==> config.mk <==
export PLATFORM = sky130hd
export DESIGN_NAME = cipher_pipe
export DESIGN_NICKNAME = d
export VERILOG_FILES = /design/src/rtl/cipher_pipe.sv
export SDC_FILE = /design/constraint.sdc
export NUM_CORES = 1
export LEC_CHECK = 0
export BUFFER_PORTS_ARGS = -buffer_cell sky130_fd_sc_hd__buf_2
export CELL_PAD_IN_SITES_DETAIL_PLACEMENT = 0
export CELL_PAD_IN_SITES_GLOBAL_PLACEMENT = 1
export CORE_MARGIN = 3
export CORE_UTILIZATION = 47
export DETAILED_ROUTE_END_ITERATION = 10
export GPL_TIMING_DRIVEN = 1
export PLACE_DENSITY_LB_ADDON = 0.1
export SYNTH_ARGS = -nofsm -noshare
export SYNTH_HDL_FRONTEND = slang
export SYNTH_SLANG_ARGS = --single-unit
==> constraint.sdc <==
create_clock -name clock -period 10.1 [get_ports clock]
set_input_delay 1.515 -clock clock [delete_from_list [all_inputs] [get_ports clock]]
set_output_delay 1.515 -clock clock [all_outputs]
set_load 0.01 [all_outputs]
==> src/rtl/cipher_pipe.sv <==
// Multi-lane stream cipher: Caesar letter shift, 8-bit permutation, rotating-key XOR; decrypt runs the inverse.
// Optional CIPHER_STATS_EN adds a saturating handed-off beat counter output (beat_cnt).
module cipher_pipe #(
  parameter int unsigned LANES = 4,
  parameter int unsigned NKEYS = 3,
  parameter int unsigned KW    = (NKEYS > 1) ? $clog2(NKEYS) : 1
) (
  input  logic               clock,
  input  logic               rst,
  input  logic               mode,
  input  logic [1:0]         direction,
  input  logic [4:0]         shift_num,
  input  logic               seq_clr,
  input  logic               cfg_we,
  input  logic [KW-1:0]      cfg_addr,
  input  logic [7:0]         cfg_key,
  input  logic               in_valid,
  output logic               in_ready,
  input  logic [8*LANES-1:0] din,
  output logic               out_valid,
  input  logic               out_ready,
  output logic [8*LANES-1:0] dout,
  output logic [KW-1:0]      key_idx
`ifdef CIPHER_STATS_EN
  ,
  output logic [15:0]        beat_cnt
`endif
);

  localparam int unsigned DW = 8 * LANES;

  // Reset contents of the key table.
  function automatic logic [7:0] key_rst(input int unsigned i);
    case (i)
      0:       return 8'h3E;
      1:       return 8'h49;
      2:       return 8'h7E;
      default: return 8'h00;
    endcase
  endfunction

  // Additive inverse modulo 26 of a right-shift amount.
  function automatic logic [4:0] neg26(input logic [4:0] r);
    return (r == 5'd0) ? 5'd0 : 5'(5'd26 - r);
  endfunction

  // Right-rotate a letter by r (0..25) within its own case; non-letters pass.
  function automatic logic [7:0] shift_byte(input logic [7:0] c, input logic [4:0] r);
    logic [7:0] base;
    logic [5:0] sum;
    base = 8'h41;
    sum  = 6'd0;
    if (c >= 8'h41 && c <= 8'h5A) base = 8'h41;
    else if (c >= 8'h61 && c <= 8'h7A) base = 8'h61;
    else return c;
    sum = 6'(c - base) + 6'(r);
    if (sum >= 6'd26) sum = sum - 6'd26;
    return base + 8'(sum);
  endfunction

  function automatic logic [7:0] permute(input logic [7:0] c);
    return {c[0], c[5], c[2], c[6], c[7], c[4], c[3], c[1]};
  endfunction

  function automatic logic [7:0] inv_permute(input logic [7:0] p);
    logic [7:0] c;
    c[0] = p[7];
    c[5] = p[6];
    c[2] = p[5];
    c[6] = p[4];
    c[7] = p[3];
    c[4] = p[2];
    c[3] = p[1];
    c[1] = p[0];
    return c;
  endfunction

  logic          stall, accept;
  logic [KW-1:0] beat_kidx;
  logic [4:0]    amt, rsh_in;

  logic [7:0]    key_q [NKEYS];
  logic [7:0]    key_d [NKEYS];
  logic [KW-1:0] ptr_q, ptr_d;

  logic          s1_v_q, s1_v_d, s1_mode_q, s1_mode_d;
  logic [DW-1:0] s1_data_q, s1_data_d;
  logic [4:0]    s1_rsh_q, s1_rsh_d;
  logic [KW-1:0] s1_kidx_q, s1_kidx_d;

  logic          s2_v_q, s2_v_d, s2_mode_q, s2_mode_d;
  logic [DW-1:0] s2_data_q, s2_data_d;
  logic [4:0]    s2_rsh_q, s2_rsh_d;
  logic [KW-1:0] s2_kidx_q, s2_kidx_d;

  logic          out_valid_q, out_valid_d;
  logic [DW-1:0] dout_q, dout_d;
  logic [KW-1:0] key_idx_q, key_idx_d;

  // Handshake and per-beat sideband capture.
  always_comb begin
    stall     = out_valid_q && !out_ready;
    in_ready  = !stall;
    accept    = in_valid && !stall;
    beat_kidx = seq_clr ? '0 : ptr_q;
    amt       = (shift_num >= 5'd26) ? 5'(shift_num - 5'd26) : shift_num;
    case (direction)
      2'b10:   rsh_in = amt;
      2'b01:   rsh_in = neg26(amt);
      default: rsh_in = 5'd0;
    endcase
    if (mode) rsh_in = neg26(rsh_in);
  end

  // Key pointer and key table.
  always_comb begin
    ptr_d = ptr_q;
    key_d = key_q;
    if (accept) begin
      if (beat_kidx == KW'(NKEYS - 1)) ptr_d = '0;
      else ptr_d = beat_kidx + KW'(1);
    end else if (seq_clr) begin
      ptr_d = '0;
    end
    if (cfg_we && (32'(cfg_addr) < NKEYS)) key_d[cfg_addr] = cfg_key;
  end

  // Three-stage datapath; every stage holds while the output is stalled.
  always_comb begin
    s1_v_d      = s1_v_q;
    s1_mode_d   = s1_mode_q;
    s1_data_d   = s1_data_q;
    s1_rsh_d    = s1_rsh_q;
    s1_kidx_d   = s1_kidx_q;
    s2_v_d      = s2_v_q;
    s2_mode_d   = s2_mode_q;
    s2_data_d   = s2_data_q;
    s2_rsh_d    = s2_rsh_q;
    s2_kidx_d   = s2_kidx_q;
    out_valid_d = out_valid_q;
    dout_d      = dout_q;
    key_idx_d   = key_idx_q;
    if (!stall) begin
      s1_v_d    = accept;
      s1_mode_d = mode;
      s1_rsh_d  = rsh_in;
      s1_kidx_d = beat_kidx;
      for (int unsigned l = 0; l < LANES; l++) begin
        s1_data_d[8*l +: 8] = mode ? (din[8*l +: 8] ^ key_q[beat_kidx])
                                   : shift_byte(din[8*l +: 8], rsh_in);
      end

      s2_v_d    = s1_v_q;
      s2_mode_d = s1_mode_q;
      s2_rsh_d  = s1_rsh_q;
      s2_kidx_d = s1_kidx_q;
      for (int unsigned l = 0; l < LANES; l++) begin
        s2_data_d[8*l +: 8] = s1_mode_q ? inv_permute(s1_data_q[8*l +: 8])
                                        : permute(s1_data_q[8*l +: 8]);
      end

      out_valid_d = s2_v_q;
      key_idx_d   = s2_kidx_q;
      for (int unsigned l = 0; l < LANES; l++) begin
        dout_d[8*l +: 8] = s2_mode_q ? shift_byte(s2_data_q[8*l +: 8], s2_rsh_q)
                                     : (s2_data_q[8*l +: 8] ^ key_q[s2_kidx_q]);
      end
    end
  end

  always_ff @(posedge clock) begin
    if (rst) begin
      for (int unsigned i = 0; i < NKEYS; i++) key_q[i] <= key_rst(i);
      ptr_q       <= '0;
      s1_v_q      <= 1'b0;
      s1_mode_q   <= 1'b0;
      s1_data_q   <= '0;
      s1_rsh_q    <= '0;
      s1_kidx_q   <= '0;
      s2_v_q      <= 1'b0;
      s2_mode_q   <= 1'b0;
      s2_data_q   <= '0;
      s2_rsh_q    <= '0;
      s2_kidx_q   <= '0;
      out_valid_q <= 1'b0;
      dout_q      <= '0;
      key_idx_q   <= '0;
    end else begin
      key_q       <= key_d;
      ptr_q       <= ptr_d;
      s1_v_q      <= s1_v_d;
      s1_mode_q   <= s1_mode_d;
      s1_data_q   <= s1_data_d;
      s1_rsh_q    <= s1_rsh_d;
      s1_kidx_q   <= s1_kidx_d;
      s2_v_q      <= s2_v_d;
      s2_mode_q   <= s2_mode_d;
      s2_data_q   <= s2_data_d;
      s2_rsh_q    <= s2_rsh_d;
      s2_kidx_q   <= s2_kidx_d;
      out_valid_q <= out_valid_d;
      dout_q      <= dout_d;
      key_idx_q   <= key_idx_d;
    end
  end

  assign out_valid = out_valid_q;
  assign dout      = dout_q;
  assign key_idx   = key_idx_q;

`ifdef CIPHER_STATS_EN
  logic [15:0] cnt_q, cnt_d;

  // Saturating count of beats handed downstream.
  always_comb begin
    cnt_d = cnt_q;
    if (seq_clr) cnt_d = 16'h0000;
    else if (out_valid_q && out_ready && cnt_q != 16'hFFFF) cnt_d = cnt_q + 16'h0001;
  end

  always_ff @(posedge clock) begin
    if (rst) cnt_q <= 16'h0000;
    else cnt_q <= cnt_d;
  end

  assign beat_cnt = cnt_q;
`endif

endmodule

---- Word level (Yosys, flattened, before mapping) ----
Index checks and enable logic that the tools add are counted.
storage, ports and cells
  flip-flop bits (word level) ............. 143
  bits in latches ......................... 0
  RAM bits ................................ 0
  memory bits (read-only) ................. 0
  input port bits ......................... 56
  output and inout bits ................... 36
  word-level logic and storage cells ...... 262
  memories kept ........................... 0
operators by class
  add/sub/neg operators ................... 36
  multiply operators ...................... 0
  div/mod/pow operators ................... 0
  $lt $le $gt $ge ......................... 46
  equality and inequality tests ........... 3
  shift-type cells ........................ 0
  multiplexer cells ....................... 125
  bitwise gates (word level) .............. 11
  reductions and logical operators ........ 24
operators with widths
  kind                                                                                 count
  8-bit 2-to-1 mux                                                                     49
  6-bit 2-to-1 mux                                                                     40
  8-bit by 7-bit greater-or-equal comparator with 1-bit output, second input constant  16
  8-bit by 7-bit <= comparator with 1-bit output, second input constant                16
  8-bit by 6-bit adder with 8-bit output                                               8
  8-bit bitwise XOR                                                                    8
  6-bit by 5-bit adder with 6-bit output                                               8
  6-bit by 5-bit greater-or-equal comparator with 1-bit output, second input constant  8
  6-bit by 5-bit subtractor with 6-bit output, second input constant                   8
  6-bit subtractor                                                                     8
  8-bit binary-select mux with 2-bit select                                            2
  24-bit bitwise mux                                                                   1
  1-bit 2-to-1 mux                                                                     24
  1-bit logical AND                                                                    20
  5-bit 2-to-1 mux                                                                     4
  8-bit demux with 2-bit select                                                        1
  5-bit logical NOT                                                                    2
  5-bit one-hot mux with 2 select lines                                                1
  5-bit subtractor, first input constant                                               2
  3-bit greater-or-equal comparator, second input constant                             3
  2-bit NOT with 3-bit output                                                          3
  2-bit 2-to-1 mux                                                                     3
  5-bit greater-or-equal comparator, second input constant                             1
  5-bit subtractor, second input constant                                              1
  other kinds (6)                                                                      8

---- Logic depth before layout (Yosys ltp) ----
  depth in word-level cells ............... 16
  gate-level depth with buffers ........... 29
  gate-level depth less buffers ........... 27

---- Worst setup path before layout ----
Ideal clock, no wire load.
  kind .................................... input port to flip-flop
  from .................................... in shift_num[1]
  to ...................................... reg s1_data_q[17]
  setup time .............................. 0.128 ns
  data arrival time ....................... 7.348 ns
  required time ........................... 9.972 ns
  path slack .............................. 2.625 ns
  stages on the path ...................... 27
  buffers on the path ..................... 1
  path through ............................ clkbuf_1 > inv_1 > ha_1 > and3b_1 > nor2_1 > a41oi_1 > ha_1 > nor2_1 > o221ai_1 > o31a_1 > o21a_1 > o311ai_1 > o21ai_0 > inv_1 > ha_1 > a21o_1 > a21oi_1 > xor2_1 > nor4b_1 > nor2_1 > xor2_1 > ha_1 > mux2_2 > nor2_1 > a211oi_1 > a21oi_1 > nor2_1
on the way
  longest elaborated chain between the ends .. 16
  elaborated cells between the ends (all ways) .. 20
  classes of those cells .................. add/sub: 6; order compare: 2; mux: 10; reduce/logical: 2
ends and longest elaborated chain
  item                                                                                                                                RTL line  text
  start, declared                                                                                                                     12        input logic [4:0] shift_num,
  5-bit greater-or-equal comparator / 5-bit subtractor (equally long branches)                                                        106       amt = (shift_num >= 5'd26) ? 5'(shift_num - 5'd26) : shift_num;
  5-bit 2-to-1 mux (*)                                                                                                                106
  5-bit subtractor / 5-bit logical NOT (equally long branches)                                                                        44        return (r == 5'd0) ? 5'd0 : 5'(5'd26 - r);
  5-bit 2-to-1 mux                                                                                                                    44
  5-bit one-hot mux with 2 select lines (*)                                                                                           107       case (direction)
  5-bit subtractor / 5-bit logical NOT (equally long branches)                                                                        44
  5-bit 2-to-1 mux                                                                                                                    44
  5-bit 2-to-1 mux (*)                                                                                                                112       if (mode) rsh_in = neg26(rsh_in);
  net rsh_in[0]                                                                                                                       80        logic [4:0] amt, rsh_in;
  6-bit by 5-bit adder with 6-bit output (*)                                                                                          56        sum = 6'(c - base) + 6'(r);
  6-bit by 5-bit subtractor with 6-bit output / 6-bit by 5-bit greater-or-equal comparator with 1-bit output (equally long branches)  57        if (sum >= 6'd26) sum = sum - 6'd26;
  6-bit 2-to-1 mux (*)                                                                                                                57
  6-bit 2-to-1 mux (*)                                                                                                                56
  6-bit 2-to-1 mux (*)                                                                                                                143       if (!stall) begin
  8-bit by 6-bit adder with 8-bit output (*)                                                                                          58        return base + 8'(sum);
  8-bit 2-to-1 mux (*)                                                                                                                56
  8-bit 2-to-1 mux (*)                                                                                                                149       s1_data_d[8*l +: 8] = mode ? (din[8*l +: 8] ^ key_q[beat_kidx])
  end signal, assigned                                                                                                                193       s1_data_q <= s1_data_d;
  end, declared                                                                                                                       87        logic [DW-1:0] s1_data_q, s1_data_d;
Mark *: on every way through the listed nets, which the timed path passes. The rest lies on a longest branch. The select of a mux whose other input is x is not followed.
A chain may end at the register's enable or synchronous reset.

---- Worst setup path after layout ----
  from .................................... in shift_num[1]
  to ...................................... reg s1_data_q[29]
on the way
  longest elaborated chain between the ends .. 16
  elaborated cells between the ends (all ways) .. 20
  classes of those cells .................. add/sub: 6; order compare: 2; mux: 10; reduce/logical: 2
ends and longest elaborated chain
  item                                                                                                                                RTL line
  5-bit subtractor / 5-bit greater-or-equal comparator (equally long branches)                                                        106
  5-bit 2-to-1 mux (*)                                                                                                                106
  5-bit subtractor / 5-bit logical NOT (equally long branches)                                                                        44
  5-bit 2-to-1 mux                                                                                                                    44
  5-bit one-hot mux with 2 select lines (*)                                                                                           107
  5-bit subtractor / 5-bit logical NOT (equally long branches)                                                                        44
  5-bit 2-to-1 mux                                                                                                                    44
  5-bit 2-to-1 mux (*)                                                                                                                112
  6-bit by 5-bit adder with 6-bit output (*)                                                                                          56
  6-bit by 5-bit subtractor with 6-bit output / 6-bit by 5-bit greater-or-equal comparator with 1-bit output (equally long branches)  57
  6-bit 2-to-1 mux (*)                                                                                                                57
  6-bit 2-to-1 mux (*)                                                                                                                56
  6-bit 2-to-1 mux (*)                                                                                                                143
  8-bit by 6-bit adder with 8-bit output (*)                                                                                          58
  8-bit 2-to-1 mux (*)                                                                                                                56
  8-bit 2-to-1 mux (*)                                                                                                                149
Mark *: on every way between the ends. The rest lies on a longest branch, timed or not. The select of a mux whose other input is x is not followed.

==> results.md <==
- Max-slew headroom: 0.235
- CTS sink cnt: approximately 140
- Fin area: 14,600 sq um
- Nets@finish: 1,926
- Type of the tightest min-delay check: flop to flop
- Number of synthesized flops with an enable pin: 0
- Fin crit share: 0.739
- Worst r2r dst: dout[22]
- Clock input transition at the sequential cells of the worst setup and hold paths: 0.08 ns
- Most common cell in the netlist: nand2_1
- Floorplan row count: 60
- FFs w/ async S/R, synth: 0
- Status: completed
- Highest clock rate: 134 MHz
- GRT Total Usage: 0.258
- DRT iter0 DRCs: 873
- #FFs+latches synth: 143
- Routed vias: 12,700
- Die Wd: 174 um
- Commonest register cell after synthesis: dfxtp_1
- Clock skew: 0.0228 ns
- Layout area overhead: 9.99%
- Crit path max fanout: 10
- Die Ht: 174 um
- Register area share after synthesis: 0.215
- Core area: 27,400 sq um
- 1st-pass router iterations: 5
- Post-place instance area: 14,000 sq um
- Leak: 6.21 nW
- Largest cells by area after synthesis: dfxtp_1 (22%), ha_1 (9.1%), mux2i_1 (5.8%), nand2_1 (4.7%), a21oi_1 (4.4%)
- Area leader, netlist: dfxtp_1
- Io pins: 92
- Initial antenna violation count: 0
- Crit path DAT: around 7.8 ns
- Worst r2r src: s2_rsh_q[0]
- WL per Instance: 18.6 um
- Synth top cells by count: nand2_1 (167), dfxtp_1 (143), nor2_1 (139)
- Distinct cell type count after synthesis: 94
- CP Capture Type: flop
- Largest net degree at the start of global routing: 77
- Post-cts hold buffer count: 0
- Final setup fails: 0
- DR vias/cell: 5.91
- Post-synthesis cell area: around 13,000 sq um
- I/O Buffers: 91
- CTS tree: yes
- Share of cells above drive strength 1: 0.105
- WHS Endpoint: key_idx[1]
- GRT overflow: 0
- Unrepaired setup endpoints after global routing: no
- TritonCTS buffer count: 17
- WHS Path Cells: 2
- Initial core utilization: 0.485
- Antenna Diode Count: 0
- Detailed-route wire length: 40,000 um
- Share of the synthesized area in the top cell type: 0.215
- Fin. Hold Viols: 0
- DRC Markers: 0
- Clk root buf: clkbuf_16
- HP Start: key_idx[1]
- Buffer count from post-CTS setup fixing: 0
- Min cycle time layout: 7.46 ns
- PostCTS Resize Cnt: 0
- Startpoint Class: primary input
- First-pass GRT wire length: between 60,000 and 70,000 um
- Avg Inst Size Synth: about 7.7 sq um
- Die area: a little over 30,000 sq um
- Fill cell count: 2,701
- Max-slew violations: 0
- Worst-Margin Slew: 1.13 ns
- Post-DP HPWL: 30,800 um
- Worst Reg-to-Reg Cells: 14
- Latest clock arrival within the worst-skew pair: 0.44 ns
- Worst EP required: between 10 and 15 ns
- Detail Route Antenna Nets: 0
- Critical path class: primary input to flop
- H-tree lvl count: 4
- VDD IR max: 0.169 mV
- Setup TNS: 0 ns
- Ys Warns: 0
- PwrDens: 190 nW/um^2
- Net Count, Synth: around 1,900
- Worst reg2reg setup slack: ~6 ns
- Vias in the first global route: 11,900
- Post-synthesis cell count: between 1,500 and 2,000
- CTS max path bufs: 2
- GP Congestion: around 0.9
- Maxcap violations: 0
-- metal layers --
| metal | wire length (um) | global-route usage | part of all wire | up-vias |
|---|---|---|---|---|
| li1 | - | - | - | 6382 |
| met1 | 19100 | 0.358 | 0.48 | 5925 |
| met2 | 18200 | 0.427 | 0.46 | 345 |
| met3 | 1930 | 0.0328 | 0.048 | 48 |
| met4 | 770 | 0.0664 | 0.019 | 0 |
| met5 | 0 | 0 | 0 | - |
-- cell usage in the layout (no fill, tap or decap), types with 13 or more instances in the layout --
cell type / n
a211oi_1: 71
a21o_1: 15
a21oi_1: 116
a31oi_1: 23
and2_1: 16
and3_1: 17
buf_2: 90
buf_4: 15
clkbuf_16: 17
dfxtp_1: 141
ha_1: 97
inv_1: 118
mux2i_1: 77
nand2_1: 167
nand2b_1: 32
nand3_1: 46
nor2_1: 139
nor2b_1: 20
nor3_1: 43
nor4_1: 17
o211ai_1: 22
o21a_1: 24
o21ai_0: 83
o22ai_1: 13
or3_1: 18
xnor2_1: 56
xor2_1: 37
-- worst max-delay path: stages --
cell and delay (ns):
buf_2 0.17, inv_1 0.06, ha_1 0.24, and3b_1 0.29, nor2_1 0.05, a41oi_1 0.29
ha_1 0.26, nor2_1 0.05, o221ai_1 0.19, o31a_1 0.23, nor2_1 0.08, o21ai_0 0.35
a22oi_1 0.15, o21ai_0 0.76, ha_1 0.38, inv_1 0.06, ha_1 0.29, nand3_1 0.11
and4b_1 0.27, xor3_1 0.40, mux2_2 0.37, nor4_1 0.35, ha_1 0.34, nor4b_1 0.34
mux2i_1 0.15, nand2_1 0.08
-- worst max-delay path by stage --
stage | cells after the start | start | endpoint | slack, ns
3_3_place_gp | 26 | shift_num[1] | s1_data_q[29] | 2.48
2_1_floorplan | 27 | shift_num[1] | s1_data_q[17] | 2.62
6_report | 26 | shift_num[1] | s1_data_q[29] | 2.64
3_5_place_dp | 26 | shift_num[1] | s1_data_q[29] | 2.32
5_1_grt | 28 | shift_num[1] | s1_data_q[17] | 2.08
4_1_cts | 26 | shift_num[1] | s1_data_q[29] | 2.73
-- stage by stage --
step / power, W / setup slack, ns / std cells / utilization / hold WS (ns)
final: 0.00277 / 2.64 / 2150 / 0.533 / 0.450
after CTS: 0.00277 / 2.73 / 2150 / 0.533 / 0.453
after floorplan: 0.00178 / 2.62 / 1730 / - / 0.431
after detailed placement: 0.00210 / 2.32 / 2118 / 0.510 / 0.443
after global placement: 0.00210 / 2.48 / 2118 / 0.510 / 0.439
after global routing: 0.00298 / 2.08 / 2150 / 0.533 / 0.466
-- cell families (layout without fill, tap and decap cells) --
kind of cell,count (synthesis),after routing,synth area share
simple gates,593,593,0.224
xor+xnor,107,107,0.0851
mux,85,85,0.0648
flops,143,143,0.215
buf+inv,209,257,0.0597
fa+ha+maj,105,105,0.103
compound gates,488,488,0.247
-- final cells by class --
type,instances,area [sq um],share of cell area
clock buffers,17,425,0.0291
inverters,120,453,0.0310
clock inverters,15,204,0.0140
well taps,372,465,0.0318
repair buffers,105,563,0.0385
flip-flops and latches,143,2870,0.196
multi-input cells,1378,9640,0.660
-- flip-flops by register name (all words and copies together), names as in the netlist --
signal / cells
dout: 32
s1_data_q: 32
s2_data_q: 32
key_q: 24
s1_rsh_q: 5
s2_rsh_q: 5
key_idx: 2
ptr_q: 2
s1_kidx_q: 2
s2_kidx_q: 2
out_valid: 1
s1_mode_q: 1
s1_v_q: 1
s2_mode_q: 1
s2_v_q: 1
-- report_power, final --
| group | internal (W) | total (W) | switching, W |
|---|---|---|---|
| clock | 0.000341 | 0.000661 | 0.000320 |
| combinational | 0.000608 | 0.00144 | 0.000834 |
| sequential | 0.000617 | 0.000671 | 0.0000550 |
Power figures use the tool's default switching activity.
